===== config.mk =====
export PLATFORM = sky130hd
export DESIGN_NAME = interrupt_ctrl_flat
export DESIGN_NICKNAME = d
export VERILOG_FILES = /design/src/rtl/interrupt_ctrl_pkg.sv /design/src/rtl/interrupt_ctrl_if.sv /design/src/rtl/interrupt_ctrl_irq_sync.sv /design/src/rtl/interrupt_ctrl.sv /design/src/flat_wrapper.sv
export SDC_FILE = /design/constraint.sdc
export NUM_CORES = 1
export LEC_CHECK = 0
export ABC_AREA = 1
export CAP_MARGIN = 20
export CORE_MARGIN = 3
export CORE_UTILIZATION = 40
export DETAILED_ROUTE_END_ITERATION = 10
export PLACE_DENSITY = 0.65
export SETUP_SLACK_MARGIN = 0.4
export SYNTH_ARGS = -nofsm -noshare
export SYNTH_HDL_FRONTEND = slang
export SYNTH_SLANG_ARGS = --single-unit

===== constraint.sdc =====
create_clock -name clk -period 1.75 [get_ports clk]
set_input_delay 0.175 -clock clk [delete_from_list [all_inputs] [get_ports clk]]
set_output_delay 0.175 -clock clk [all_outputs]
set_load 0.02 [all_outputs]

===== src/rtl/interrupt_ctrl_pkg.sv =====
// Shared processor definitions for the interrupt controller: FSM state
// encoding and the default drain length / interrupt vector location.
package interrupt_ctrl_pkg;

    typedef enum logic [2:0] {
        ST_IDLE,
        ST_DRAIN,
        ST_SAVE,
        ST_VECTOR,
        ST_ISR,
        ST_RESTORE
    } irq_state_t;

    localparam int         DRAIN_CYCLES_DEF = 3;
    localparam logic [7:0] INT_VEC_DEF      = 8'h01;

    // Drain counter width; covers the legal DRAIN_CYCLES range 1..15.
    localparam int         CNT_W            = 4;

endpackage


===== src/rtl/interrupt_ctrl_if.sv =====
// Pipeline <-> interrupt controller signal bundle. The controller takes
// the slave view; the pipeline (or a bench) takes the master view.
interface interrupt_ctrl_if #(
    parameter int PC_W = 8
);
    logic            irq;
    logic            rti_dec;
    logic [PC_W-1:0] pc_next;
    logic            stall_fetch;
    logic            intr;
    logic            rti;
    logic            push_en;
    logic [PC_W-1:0] push_data;
    logic            vec_load;
    logic [PC_W-1:0] vec_addr;
    logic            flush;
    logic            in_isr;
    logic            spurious_rti;

    modport slave (
        input  irq, rti_dec, pc_next,
        output stall_fetch, intr, rti, push_en, push_data,
               vec_load, vec_addr, flush, in_isr, spurious_rti
    );

    modport master (
        output irq, rti_dec, pc_next,
        input  stall_fetch, intr, rti, push_en, push_data,
               vec_load, vec_addr, flush, in_isr, spurious_rti
    );
endinterface


===== src/rtl/interrupt_ctrl_irq_sync.sv =====
// Two-flop synchroniser for the asynchronous irq level plus a rising-edge
// detector on the synchronised signal. Reset clears all three flops so an
// irq already high at reset release is seen as a fresh edge.
module irq_sync (
    input  logic clk,
    input  logic rst,
    input  logic i_irq,
    output logic o_rise
);
    logic r_meta;
    logic r_sync;
    logic r_prev;

    // Metastability chain followed by a one-cycle history flop.
    always_ff @(posedge clk or negedge rst) begin
        if (!rst) begin
            r_meta <= 1'b0;
            r_sync <= 1'b0;
            r_prev <= 1'b0;
        end else begin
            r_meta <= i_irq;
            r_sync <= r_meta;
            r_prev <= r_sync;
        end
    end

    assign o_rise = r_sync & ~r_prev;

endmodule


===== src/rtl/interrupt_ctrl.sv =====
// Interrupt entry/exit sequencer: drains fetch, shadows flags and pushes
// the return PC, vectors through M[INT_VEC], then waits for RTI to restore.
// One shadow level only: requests arriving outside IDLE stay pending.
module interrupt_ctrl
    import interrupt_ctrl_pkg::*;
#(
    parameter int              PC_W         = 8,
    parameter int              DRAIN_CYCLES = DRAIN_CYCLES_DEF,
    parameter logic [PC_W-1:0] INT_VEC      = PC_W'(INT_VEC_DEF)
) (
    input  logic               clk,
    input  logic               rst,
    interrupt_ctrl_if.slave    bus
);
    irq_state_t       r_state;
    logic [CNT_W-1:0] r_cnt;
    logic [PC_W-1:0]  r_ret_pc;
    logic             r_pending;
    logic             r_stall;
    logic             r_intr;
    logic             r_rti;
    logic             r_push_en;
    logic [PC_W-1:0]  r_push_data;
    logic             r_vec_load;
    logic [PC_W-1:0]  r_vec_addr;
    logic             r_flush;
    logic             r_in_isr;
    logic             r_spur;
    logic             w_rise;
    logic             w_take;

    irq_sync u_sync (
        .clk    (clk),
        .rst    (rst),
        .i_irq  (bus.irq),
        .o_rise (w_rise)
    );

    assign w_take = (r_state == ST_IDLE) && r_pending;

    // Sequencer with registered outputs: each strobe is set on the edge that
    // enters its state, so outputs line up exactly with the state register.
    always_ff @(posedge clk or negedge rst) begin
        if (!rst) begin
            r_state     <= ST_IDLE;
            r_cnt       <= '0;
            r_ret_pc    <= '0;
            r_pending   <= 1'b0;
            r_stall     <= 1'b0;
            r_intr      <= 1'b0;
            r_rti       <= 1'b0;
            r_push_en   <= 1'b0;
            r_push_data <= '0;
            r_vec_load  <= 1'b0;
            r_vec_addr  <= '0;
            r_flush     <= 1'b0;
            r_in_isr    <= 1'b0;
            r_spur      <= 1'b0;
        end else begin
            // A new edge wins over the clear, so it is never lost.
            r_pending   <= w_rise | (r_pending & ~w_take);
            r_intr      <= 1'b0;
            r_rti       <= 1'b0;
            r_push_en   <= 1'b0;
            r_push_data <= '0;
            r_vec_load  <= 1'b0;
            r_vec_addr  <= '0;
            r_flush     <= 1'b0;
            r_spur      <= bus.rti_dec && (r_state != ST_ISR);
            case (r_state)
                ST_IDLE: begin
                    if (r_pending) begin
                        r_ret_pc <= bus.pc_next;
                        r_cnt    <= CNT_W'(DRAIN_CYCLES - 1);
                        r_stall  <= 1'b1;
                        r_state  <= ST_DRAIN;
                    end
                end
                ST_DRAIN: begin
                    if (r_cnt == '0) begin
                        r_intr      <= 1'b1;
                        r_push_en   <= 1'b1;
                        r_push_data <= r_ret_pc;
                        r_state     <= ST_SAVE;
                    end else begin
                        r_cnt <= r_cnt - CNT_W'(1);
                    end
                end
                ST_SAVE: begin
                    r_stall    <= 1'b0;
                    r_vec_load <= 1'b1;
                    r_vec_addr <= INT_VEC;
                    r_flush    <= 1'b1;
                    r_state    <= ST_VECTOR;
                end
                ST_VECTOR: begin
                    r_in_isr <= 1'b1;
                    r_state  <= ST_ISR;
                end
                ST_ISR: begin
                    if (bus.rti_dec) begin
                        r_rti   <= 1'b1;
                        r_state <= ST_RESTORE;
                    end
                end
                ST_RESTORE: begin
                    r_in_isr <= 1'b0;
                    r_state  <= ST_IDLE;
                end
                default: r_state <= ST_IDLE;
            endcase
        end
    end

    assign bus.stall_fetch  = r_stall;
    assign bus.intr         = r_intr;
    assign bus.rti          = r_rti;
    assign bus.push_en      = r_push_en;
    assign bus.push_data    = r_push_data;
    assign bus.vec_load     = r_vec_load;
    assign bus.vec_addr     = r_vec_addr;
    assign bus.flush        = r_flush;
    assign bus.in_isr       = r_in_isr;
    assign bus.spurious_rti = r_spur;

endmodule


===== src/flat_wrapper.sv =====
// flat-port wrapper written by rule: the top's interface ports become plain ports
module interrupt_ctrl_flat import interrupt_ctrl_pkg::*;
#(
    parameter int              PC_W         = 8,
    parameter int              DRAIN_CYCLES = DRAIN_CYCLES_DEF,
    parameter logic [PC_W-1:0] INT_VEC      = PC_W'(INT_VEC_DEF)
)
  (clk, rst, bus_irq, bus_rti_dec, bus_pc_next, bus_stall_fetch, bus_intr, bus_rti, bus_push_en, bus_push_data, bus_vec_load, bus_vec_addr, bus_flush, bus_in_isr, bus_spurious_rti);
  interrupt_ctrl_if #(.PC_W(PC_W)) bus_i ();
  input  logic clk;
  input  logic rst;
  input wire logic [$bits(bus_i.irq)-1:0] bus_irq;
  input wire logic [$bits(bus_i.rti_dec)-1:0] bus_rti_dec;
  input wire logic [$bits(bus_i.pc_next)-1:0] bus_pc_next;
  output wire logic [$bits(bus_i.stall_fetch)-1:0] bus_stall_fetch;
  output wire logic [$bits(bus_i.intr)-1:0] bus_intr;
  output wire logic [$bits(bus_i.rti)-1:0] bus_rti;
  output wire logic [$bits(bus_i.push_en)-1:0] bus_push_en;
  output wire logic [$bits(bus_i.push_data)-1:0] bus_push_data;
  output wire logic [$bits(bus_i.vec_load)-1:0] bus_vec_load;
  output wire logic [$bits(bus_i.vec_addr)-1:0] bus_vec_addr;
  output wire logic [$bits(bus_i.flush)-1:0] bus_flush;
  output wire logic [$bits(bus_i.in_isr)-1:0] bus_in_isr;
  output wire logic [$bits(bus_i.spurious_rti)-1:0] bus_spurious_rti;
  assign bus_i.irq = bus_irq;
  assign bus_i.rti_dec = bus_rti_dec;
  assign bus_i.pc_next = bus_pc_next;
  assign bus_stall_fetch = bus_i.stall_fetch;
  assign bus_intr = bus_i.intr;
  assign bus_rti = bus_i.rti;
  assign bus_push_en = bus_i.push_en;
  assign bus_push_data = bus_i.push_data;
  assign bus_vec_load = bus_i.vec_load;
  assign bus_vec_addr = bus_i.vec_addr;
  assign bus_flush = bus_i.flush;
  assign bus_in_isr = bus_i.in_isr;
  assign bus_spurious_rti = bus_i.spurious_rti;
  interrupt_ctrl #(.PC_W(PC_W), .DRAIN_CYCLES(DRAIN_CYCLES), .INT_VEC(INT_VEC)) u_core (.clk(clk), .rst(rst), .bus(bus_i));
endmodule

======== Word-level counts from Yosys, hierarchy flattened ========
Cells that the tools add are included.
cells by class
  multiplexer cells ....................... 18
  reductions and logical operators ........ 11
  bitwise operators ....................... 5
  equal/unequal tests ..................... 10
  add/subtract/negate cells ............... 1
operators by type and width
  kind                 number
  $mux 8               2
  $pmux 3 s5           1
  $mux 3               3
  $mux 4               2
  $pmux 4 s2           1
  $mux 1               7
  $eq 3x2->1 const B   2
  $eq 3x3->1 const B   2
  $reduce_and 3->1     2
  $reduce_bool 2->1    3
  $logic_not 4->1      1
  $ne 2x1->1 const B   2
  $ne 2x2->1 const B   2
  $pmux 1 s2           2
  $reduce_and 2->1     2
  $sub 4x1->4 const B  1
  $eq 3x1->1 const B   1
  $logic_not 3->1      1
  $ne 3x3->1 const B   1
  $and 1x1->1          2
  $logic_and 1x1->1    2
  $not 1->1            2
  $or 1x1->1           1
storage, ports and cells
  output and inout port bits .............. 24
  input port bits ......................... 12
  logic and storage cells ................. 60
  register bits ........................... 34

======== Longest topological paths before layout ========
Gate-level depths: netlist of run 1.
  word-level depth ........................ 5
  depth in mapped cells ................... 7
  depth with buffers taken out ............ 7

======== Hierarchy ========
From an unflattened synthesis of run 1, not the netlist that was laid out.
unflattened totals
  cells, all modules ...................... 150
  area, all modules ....................... 1402.6 um^2
by module, submodules not included
  module          times used  area each (um^2)  cells an instance  seq. area each (um^2)
  interrupt_ctrl  1           1317.5            145                750.7
  irq_sync        1           85.1              5                  75.1

======== Least setup slack after synthesis of run 1 ========
OpenSTA, ideal clock, no wires.
  path type ............................... flip-flop to flip-flop
  start point ............................. register u_core.r_cnt[0]
  end point ............................... register u_core.r_cnt[2]
  cell stages (with the launch flop) ...... 8
  required time ........................... 1.633 ns
  path buffers ............................ 0
  setup time .............................. 0.117 ns
  data arrival time ....................... 1.052 ns
  clock period less this slack ............ 1.169 ns
  path slack .............................. 0.581 ns
  path through ............................ dfrtp_1 > inv_1 > ha_1 > nand3_1 > nand2_2 > nand2_1 > nand2_1 > nand2_1
on the way
  word-level cells in the longest chain between the ends .. 3
  elaborated cells on any way between the ends .. 6
  classes of those cells .................. 1 x add/sub; 1 x eq/ne; 2 x mux; 2 x reduce/logical
ends and longest elaborated chain
  what                                            line                                        RTL
  from (decl)                                     interrupt_ctrl.sv:16                        logic [CNT_W-1:0] r_cnt;
  from (signal assigned)                          interrupt_ctrl.sv:74                        r_cnt <= CNT_W'(DRAIN_CYCLES - 1);
  from (signal assigned)                          interrupt_ctrl.sv:86                        r_cnt <= r_cnt - CNT_W'(1);
  $sub 4x1->4 or $logic_not 4->1 (tied branches)  interrupt_ctrl.sv:86, interrupt_ctrl.sv:80
  $mux 4 or $ne 2x2->1 (tied branches)            n/a
  $pmux 4 s2 or $reduce_and 3->1 (tied branches)  n/a
Parallel ways exist; a longest one is shown, timed or not. The select of a mux whose other input is x is not followed.
A chain may end at the register's enable or synchronous reset.

======== Worst setup path in the final report of run 1 ========
  start point ............................. register u_core.r_state[0]
  end point ............................... register u_core.r_cnt[3]
on the way
  word-level cells in the longest chain between the ends .. 3
  elaborated cells on any way between the ends .. 7
  classes of those cells .................. 3 x eq/ne; 1 x mux; 3 x reduce/logical
ends and longest elaborated chain
  what                                           line                  RTL
  from (decl)                                    interrupt_ctrl.sv:15  irq_state_t r_state;
  from (signal assigned)                         interrupt_ctrl.sv:45  r_state <= ST_IDLE;
  from (signal assigned)                         interrupt_ctrl.sv:76  r_state <= ST_DRAIN;
  from (signal assigned)                         interrupt_ctrl.sv:84  r_state <= ST_SAVE;
  $eq 3x1->1 or $logic_not 3->1 (tied branches)  interrupt_ctrl.sv:70  case (r_state)
  $ne 2x2->1 (no line) (tied with other cells)   n/a
  $reduce_and 3->1 (no line)                     n/a
Parallel ways exist; a longest one is shown, timed or not.

==> results of run 1 <==
-- state kept, by name, summed over array words and instances (netlist names) --
register / count
u_core.bus.push_data: 8
u_core.r_ret_pc: 8
u_core.r_cnt: 4
u_core.r_state: 3
u_core.bus.in_isr: 1
u_core.bus.intr: 1
u_core.bus.rti: 1
u_core.bus.spurious_rti: 1
u_core.bus.stall_fetch: 1
u_core.bus.vec_load: 1
u_core.r_pending: 1
u_core.u_sync.r_meta: 1
u_core.u_sync.r_prev: 1
u_core.u_sync.r_sync: 1
-- kinds of logic after synthesis --
family,after synthesis
buffers and inverters,28
adders and majority gates,2
AOI/OAI and AO/OA,4
xor gates and xnor gates,1
DFF,33
and+or+nand+nor,81
other,1
-- metrics by stage --
step	area, um2	worst slack, ps	hold WS, ps
3_3_place_gp	1700	461	337
4_1_cts	1750	412	250
2_1_floorplan	1450	581	-121
6_report	1790	513	252
5_1_grt	1790	410	275
3_5_place_dp	1700	400	343
-- cell usage in the layout (no fill, tap or decap) --
master,synthesis,routed
a21oi_1,1,1
nand2_2,2,2
nor2_1,14,14
nor2_4,1,1
nand3_2,2,2
clkbuf_4,0,5
nor3_1,3,3
nand4_1,2,2
clkinv_2,0,1
nand2_1,37,37
buf_4,10,3
dlygate4sd2_1,0,17
o21ai_0,1,1
clkdlybuf4s50_1,0,11
nand3_4,0,1
conb_1,1,7
inv_4,0,1
o22ai_1,2,2
nand3_1,17,16
clkbuf_8,0,2
nor2_8,1,1
inv_2,1,2
ha_1,2,2
dfrtp_1,33,31
nand2_4,1,2
or2_2,1,1
dfrtp_2,0,2
xnor2_1,1,1
inv_1,13,12
-- worst min-delay path by stage --
stage	startpoint	end	slack [ps]	cells past startpoint
2_1_floorplan	rst	u_core.bus.in_isr	-120	0
3_3_place_gp	u_core.u_sync.r_meta	u_core.u_sync.r_sync	340	0
3_5_place_dp	u_core.u_sync.r_meta	u_core.u_sync.r_sync	340	0
4_1_cts	rst	u_core.bus.in_isr	250	2
5_1_grt	rst	u_core.bus.push_data[3]	280	2
6_report	rst	u_core.r_ret_pc[3]	250	2
-- cell usage after synthesis (2+ instances only) --
cell / count / area share (%)
nand2_1: 37 / 9.7
dfrtp_1: 33 / 58
nand3_1: 17 / 5.9
nor2_1: 14 / 3.7
inv_1: 13 / 3.4
buf_4: 10 / 5.2
nor3_1: 3 / 1.0
buf_6: 2 / 1.6
ha_1: 2 / 1.7
nand2_2: 2 / 0.87
nand3_2: 2 / 1.4
nand4_1: 2 / 0.87
o22ai_1: 2 / 0.87
-- power groups by stage --
stage,logic [mW],clock network [mW],registers (mW)
3_3_place_gp,1.29,0,1.23
4_1_cts,1.28,0.496,1.23
2_1_floorplan,0.989,0,1.23
6_report,1.38,0.474,1.24
3_5_place_dp,1.33,0,1.25
5_1_grt,1.59,0.536,1.28
-- final cells by class --
type | instances | area (um2)
inverter | 15 | 58.8
multi-input combinational | 96 | 492
sequential | 33 | 828
clock buffer | 7 | 65.1
clock inverter | 1 | 5.00
tap | 46 | 57.6
fill | 308 | 1600
timing repair buffer | 31 | 282
-- worst reg2reg max path, stage by stage (launching register included) --
cell and delay (ps):
dfrtp_2 460, inv_1 100, nand2_2 110, nor2_8 160, nand2_4 140, nand3_1 120, nand2_1 60
-- what timing repair did --
action / CTS / global route
hold endpoints to repair: 0 / 0
setup buffers: 0 / 2
hold buffers: 0 / 0
endpoints found under the setup margin: 21 / 14
pin swaps: 0 / 2
resized for setup: 18 / 7
cloned: 0 / 1
-- layer usage --
layer	up-vias	track usage [%]
met5	-	0
met4	0	3.89
met3	2	5.78
met2	30	23.8
met1	479	16.6
li1	516	-
==> results.cfg, run 1 <==
[synth]
synth_top_family_by_area = simple AND/OR/NAND/NOR gates
synth-adder-area-share_pct = 1.75
synth.distinct_cells = 24
synth.ff_latch_count = 33
avgSynthCellArea_um2 = 9.53
yosysSeqAreaShare_pct = 57.7
synthMuxAreaShare_pct = 0
synth_cells = 150
synth_ff_type = dfrtp_1
synthXorXnorAreaFrac_pct = 0.612
synth-simple-area-share_pct = 26.9
yosysWarnings = 0
synth_area_um2 = 1430
synth-edff-count = 0
synth_compound_area_share_pct = 1.57
async_flop_share_pct = 100

[sta]
timing.fmax_ghz = 0.808
finalSetupTns_ps = 0
finalSetupViolCount = 0
min_period_over_period_pct = 70.7
hold_viol = 0
worst_clock_skew_ps = 10.2
rsz0062_at_grt = no
slew_violations = 0
fin_crit_ps = 1240

[routing]
num_vias = 1027
firstDrtPassIters = 4
dr_wl_met2_mm = 1.37
dr.max_layer_used = met4
vias_per_cell = 4.48
dr_wl_met3_um = 115
drc = 0
wl_met1_mm = 1.14
ant_nets = 0
drt_wl_total_mm = 2.65
drt_iter0_markers = 52
wire_per_inst_um = 11.6

[power_and_ir_drop]
finalPower_mw = 3.09
peakVddDrop_v = 0.000726
p_comb_share_pct = 44.7
p_sw_mw = 1.33
power.share.sequential_pct = 40.0
p_sw_share_pct = 42.9
pwr_density_cell_nw_per_um2 = 1730
p_leak_nw = 0.969
clock_power_share_pct = 15.3
p_int_mw = 1.76

[run_status]
status = completed

[floorplanning]
io-pin-count = 36
start_util_pct = 42.2
die_x_um = 65.8
die_h_um = 65.8
num_rows = 21
coreArea_um2 = 3390
dieArea_um2 = 4330

[clock_tree]
path_clk_slew_ps = 100
cts_root_buf = clkbuf_4
cts_tree = yes
clk_path_buf_depth = 2
cts_htree_levels = 2
cts_made_buffers = 5
cts_num_sinks = 33
clk_latency_ps = 320

[global_routing]
grt_max_degree = 34
track_usage_pct = 14.2
grt_pass1_vias = 986
antenna_found_initial = 0
grt_pass1_wl_mm = 4.57
grt_overflow = 0

[place]
place_inst = 218
port_buffers = 28
routabilityCongestion = 0.758
dpl.hpwl_mm = 1.86

[worst_setup_path]
crit_path_max_fanout = 14
slowest_delay_ps = 460
cp_cell_sequence = inv_1, nand2_2, nor2_8, nand2_4, nand3_1, nand2_1
path_buf_inv = 1
critPathTopFamily = simple AND/OR/NAND/NOR gates
endpoint = u_core.r_cnt[3]
path_class = flop to flop
r2r-start = u_core.r_state[0]
reg2reg_to = u_core.r_cnt[3]
slowest_stage = dfrtp_2
cp-start-kind = flop
r2r_slack_ps = 510
cp.depth = 6
r2r_cells = 6
cp.arrival_ps = 1450
crit_start = u_core.r_state[0]
cp-end-kind = flop
cp_data_required_time_ps = 1970

[layout]
drive_gt1_share_pct = 14.2
nets = 196
fin_cells = 229
syn2layout_area_growth_pct = 25.0
antenna_cells = 0
final_util_pct = 52.8

[run]
maxCapViolations = 0

[hold_path]
hold_path_class = input pin to async pin
(Power assumes the default switching activity.)
==> run 2, diff against run 1 <==
- clock period: 1.75 -> 1.3 ns (I/O delays scaled with it)
==> run 2 against run 1 <==
Global-route usage up 1.4 points; register-to-register slack lost 410 ps; combinational power increased by 100%; sequential cell count stayed put; first-iteration DRC count unchanged; largest power group unchanged; sequential share of layout area is 7.0 points lower; power up 69%; utilization increased by 9.5 points; critical path type unchanged; clock skew decreased by 6.1 ps.
==> results.cfg, run 2 (synthesis gave the netlist of run 1 again) <==
[floorplanning]
dieArea_um2 = 4330
io-pin-count = 36
num_rows = 21
die_x_um = 65.8
start_util_pct = 42.2
coreArea_um2 = 3390
die_h_um = 65.8

[clock_tree]
cts_tree = yes
cts_num_sinks = 33
cts_htree_levels = 2
cts_root_buf = clkbuf_4
path_clk_slew_ps = 100
clk_path_buf_depth = 2
cts_made_buffers = 5
clk_latency_ps = 330

[routing]
drt_wl_total_mm = 3.16
vias_per_cell = 4.82
num_vias = 1180
wire_per_inst_um = 12.9
firstDrtPassIters = 4
drt_iter0_markers = 52
ant_nets = 0
drc = 0

[worst_setup_path]
r2r_slack_ps = 110
crit_path_max_fanout = 9
r2r-start = u_core.r_state[0]
cp-start-kind = flop
cp-end-kind = flop
cp_cell_sequence = inv_2, nand2_4, nor2_8, buf_12, nand3_1, nand2_1
r2r_cells = 6
cp.arrival_ps = 1460
path_class = flop to flop
slowest_stage = dfrtp_2
reg2reg_to = u_core.r_ret_pc[5]
critPathTopFamily = flip-flops
slowest_delay_ps = 470
path_buf_inv = 2
cp_data_required_time_ps = 1570

[layout]
postLayoutCellArea_um2 = 2110
syn2layout_area_growth_pct = 47.4
fin_cells = 245
drive_gt1_share_pct = 40.7
antenna_cells = 0
final_cell_mix = nand2_1, dfrtp_1, buf_6
final_common_cell = nand2_1
nets = 212
nFillCells = 263
final_util_pct = 62.2

[run]
maxCapViolations = 0

[global_routing]
antenna_found_initial = 0
track_usage_pct = 15.5
grt_overflow = 0
grt_pass1_wl_mm = 5.04
grt_max_degree = 34
grt_pass1_vias = 1084

[sta]
rsz0062_at_grt = yes
slew_violations = 0
min_period_over_period_pct = 91.7
fin_crit_ps = 1190
whs_ps = 160
finalSetupTns_ps = 0
timing.fmax_ghz = 0.839
worst_clock_skew_ps = 4.14
finalSetupViolCount = 0
hold_viol = 0

[place]
port_buffers = 28
dpl.hpwl_mm = 1.85
routabilityCongestion = 0.812
placed_area_um2 = 1750
place_inst = 218

[power_and_ir_drop]
p_leak_nw = 1.06
peakVddDrop_v = 0.00114
pwr_density_cell_nw_per_um2 = 2480

[run_status]
status = completed

[hold_path]
hold_path_class = input pin to async pin
[run 2: cell count changes in the layout (fill, tap and decap cells not counted), sizes merged]
cell and change:
dlygate4sd2 -17, buf +31, nand2 +1, inv -1, clkinv +2
[run 2: timing repair]
action	in CTS	in global routing
gates resized for setup	113	20
hold buffers	0	0
cloned	2	1
pin swaps	5	7
hold endpoints to repair	0	0
buffers inserted	11	5
setup endpoints to repair	47	47
[run 2: layout make-up]
type                    instances  area (um2)  area share [%]
well taps                      46        57.6            2.73
flip-flops and latches         33         830            39.3
clock inverters                 1        5.00           0.237
multi-input cells              97         617            29.3
inverters                      15        63.8            3.03
repair inverters                1        5.00           0.237
repair buffers                 45         465            22.1
clock buffers                   7        65.1            3.09
[run 2: how the worst max path moves through the flow]
stage | from | cells after the start | slack [ps] | to
2_1_floorplan | u_core.r_state[0] | 7 | 160 | u_core.r_ret_pc[0]
3_3_place_gp | u_core.r_state[1] | 7 | 70 | u_core.r_cnt[1]
3_5_place_dp | u_core.r_state[0] | 7 | 30 | u_core.r_cnt[1]
4_1_cts | u_core.r_state[1] | 7 | 120 | u_core.r_cnt[1]
5_1_grt | u_core.r_state[0] | 6 | 30 | u_core.r_ret_pc[4]
6_report | u_core.r_state[0] | 6 | 110 | u_core.r_ret_pc[5]
[run 2: metal layers]
layer | track usage (%) | wire (um) | part of all wire, % | vias up
met5 | 0 | 0 | 0 | -
met4 | 6.48 | 70 | 2.2 | 0
met3 | 4.76 | 153 | 4.8 | 7
met2 | 24.9 | 1670 | 53 | 34
met1 | 19.3 | 1270 | 40 | 578
li1 | - | - | - | 561
[run 2: power by group]
group,internal [mW],switching (mW),leakage (nW)
Clock,0.313,0.341,0.0413
Sequential,1.38,0.372,0.416
Combinational,1.25,1.56,0.599
[run 2: metrics by stage]
step | setup WS [ps] | power [mW]
6_report | 108 | 5.22
4_1_cts | 118 | 4.86
2_1_floorplan | 160 | 3.14
3_5_place_dp | 26.6 | 3.61
5_1_grt | 27.3 | 5.59
3_3_place_gp | 71.4 | 3.54
[run 2: worst reg2reg max path, cell delays in order, from the launching register on]
cell and delay [ps]:
dfrtp_2 470, inv_2 100, nand2_4 80, nor2_8 170
buf_12 150, nand3_1 80, nand2_1 90
==> run 3, diff against run 2 <==
- ABC_CLOCK_PERIOD_IN_PS: not set -> 1300
- CAP_MARGIN: 20 -> not set
==> results of run 3 <==
Final layout, timing and power as in run 2 (identical DEF).
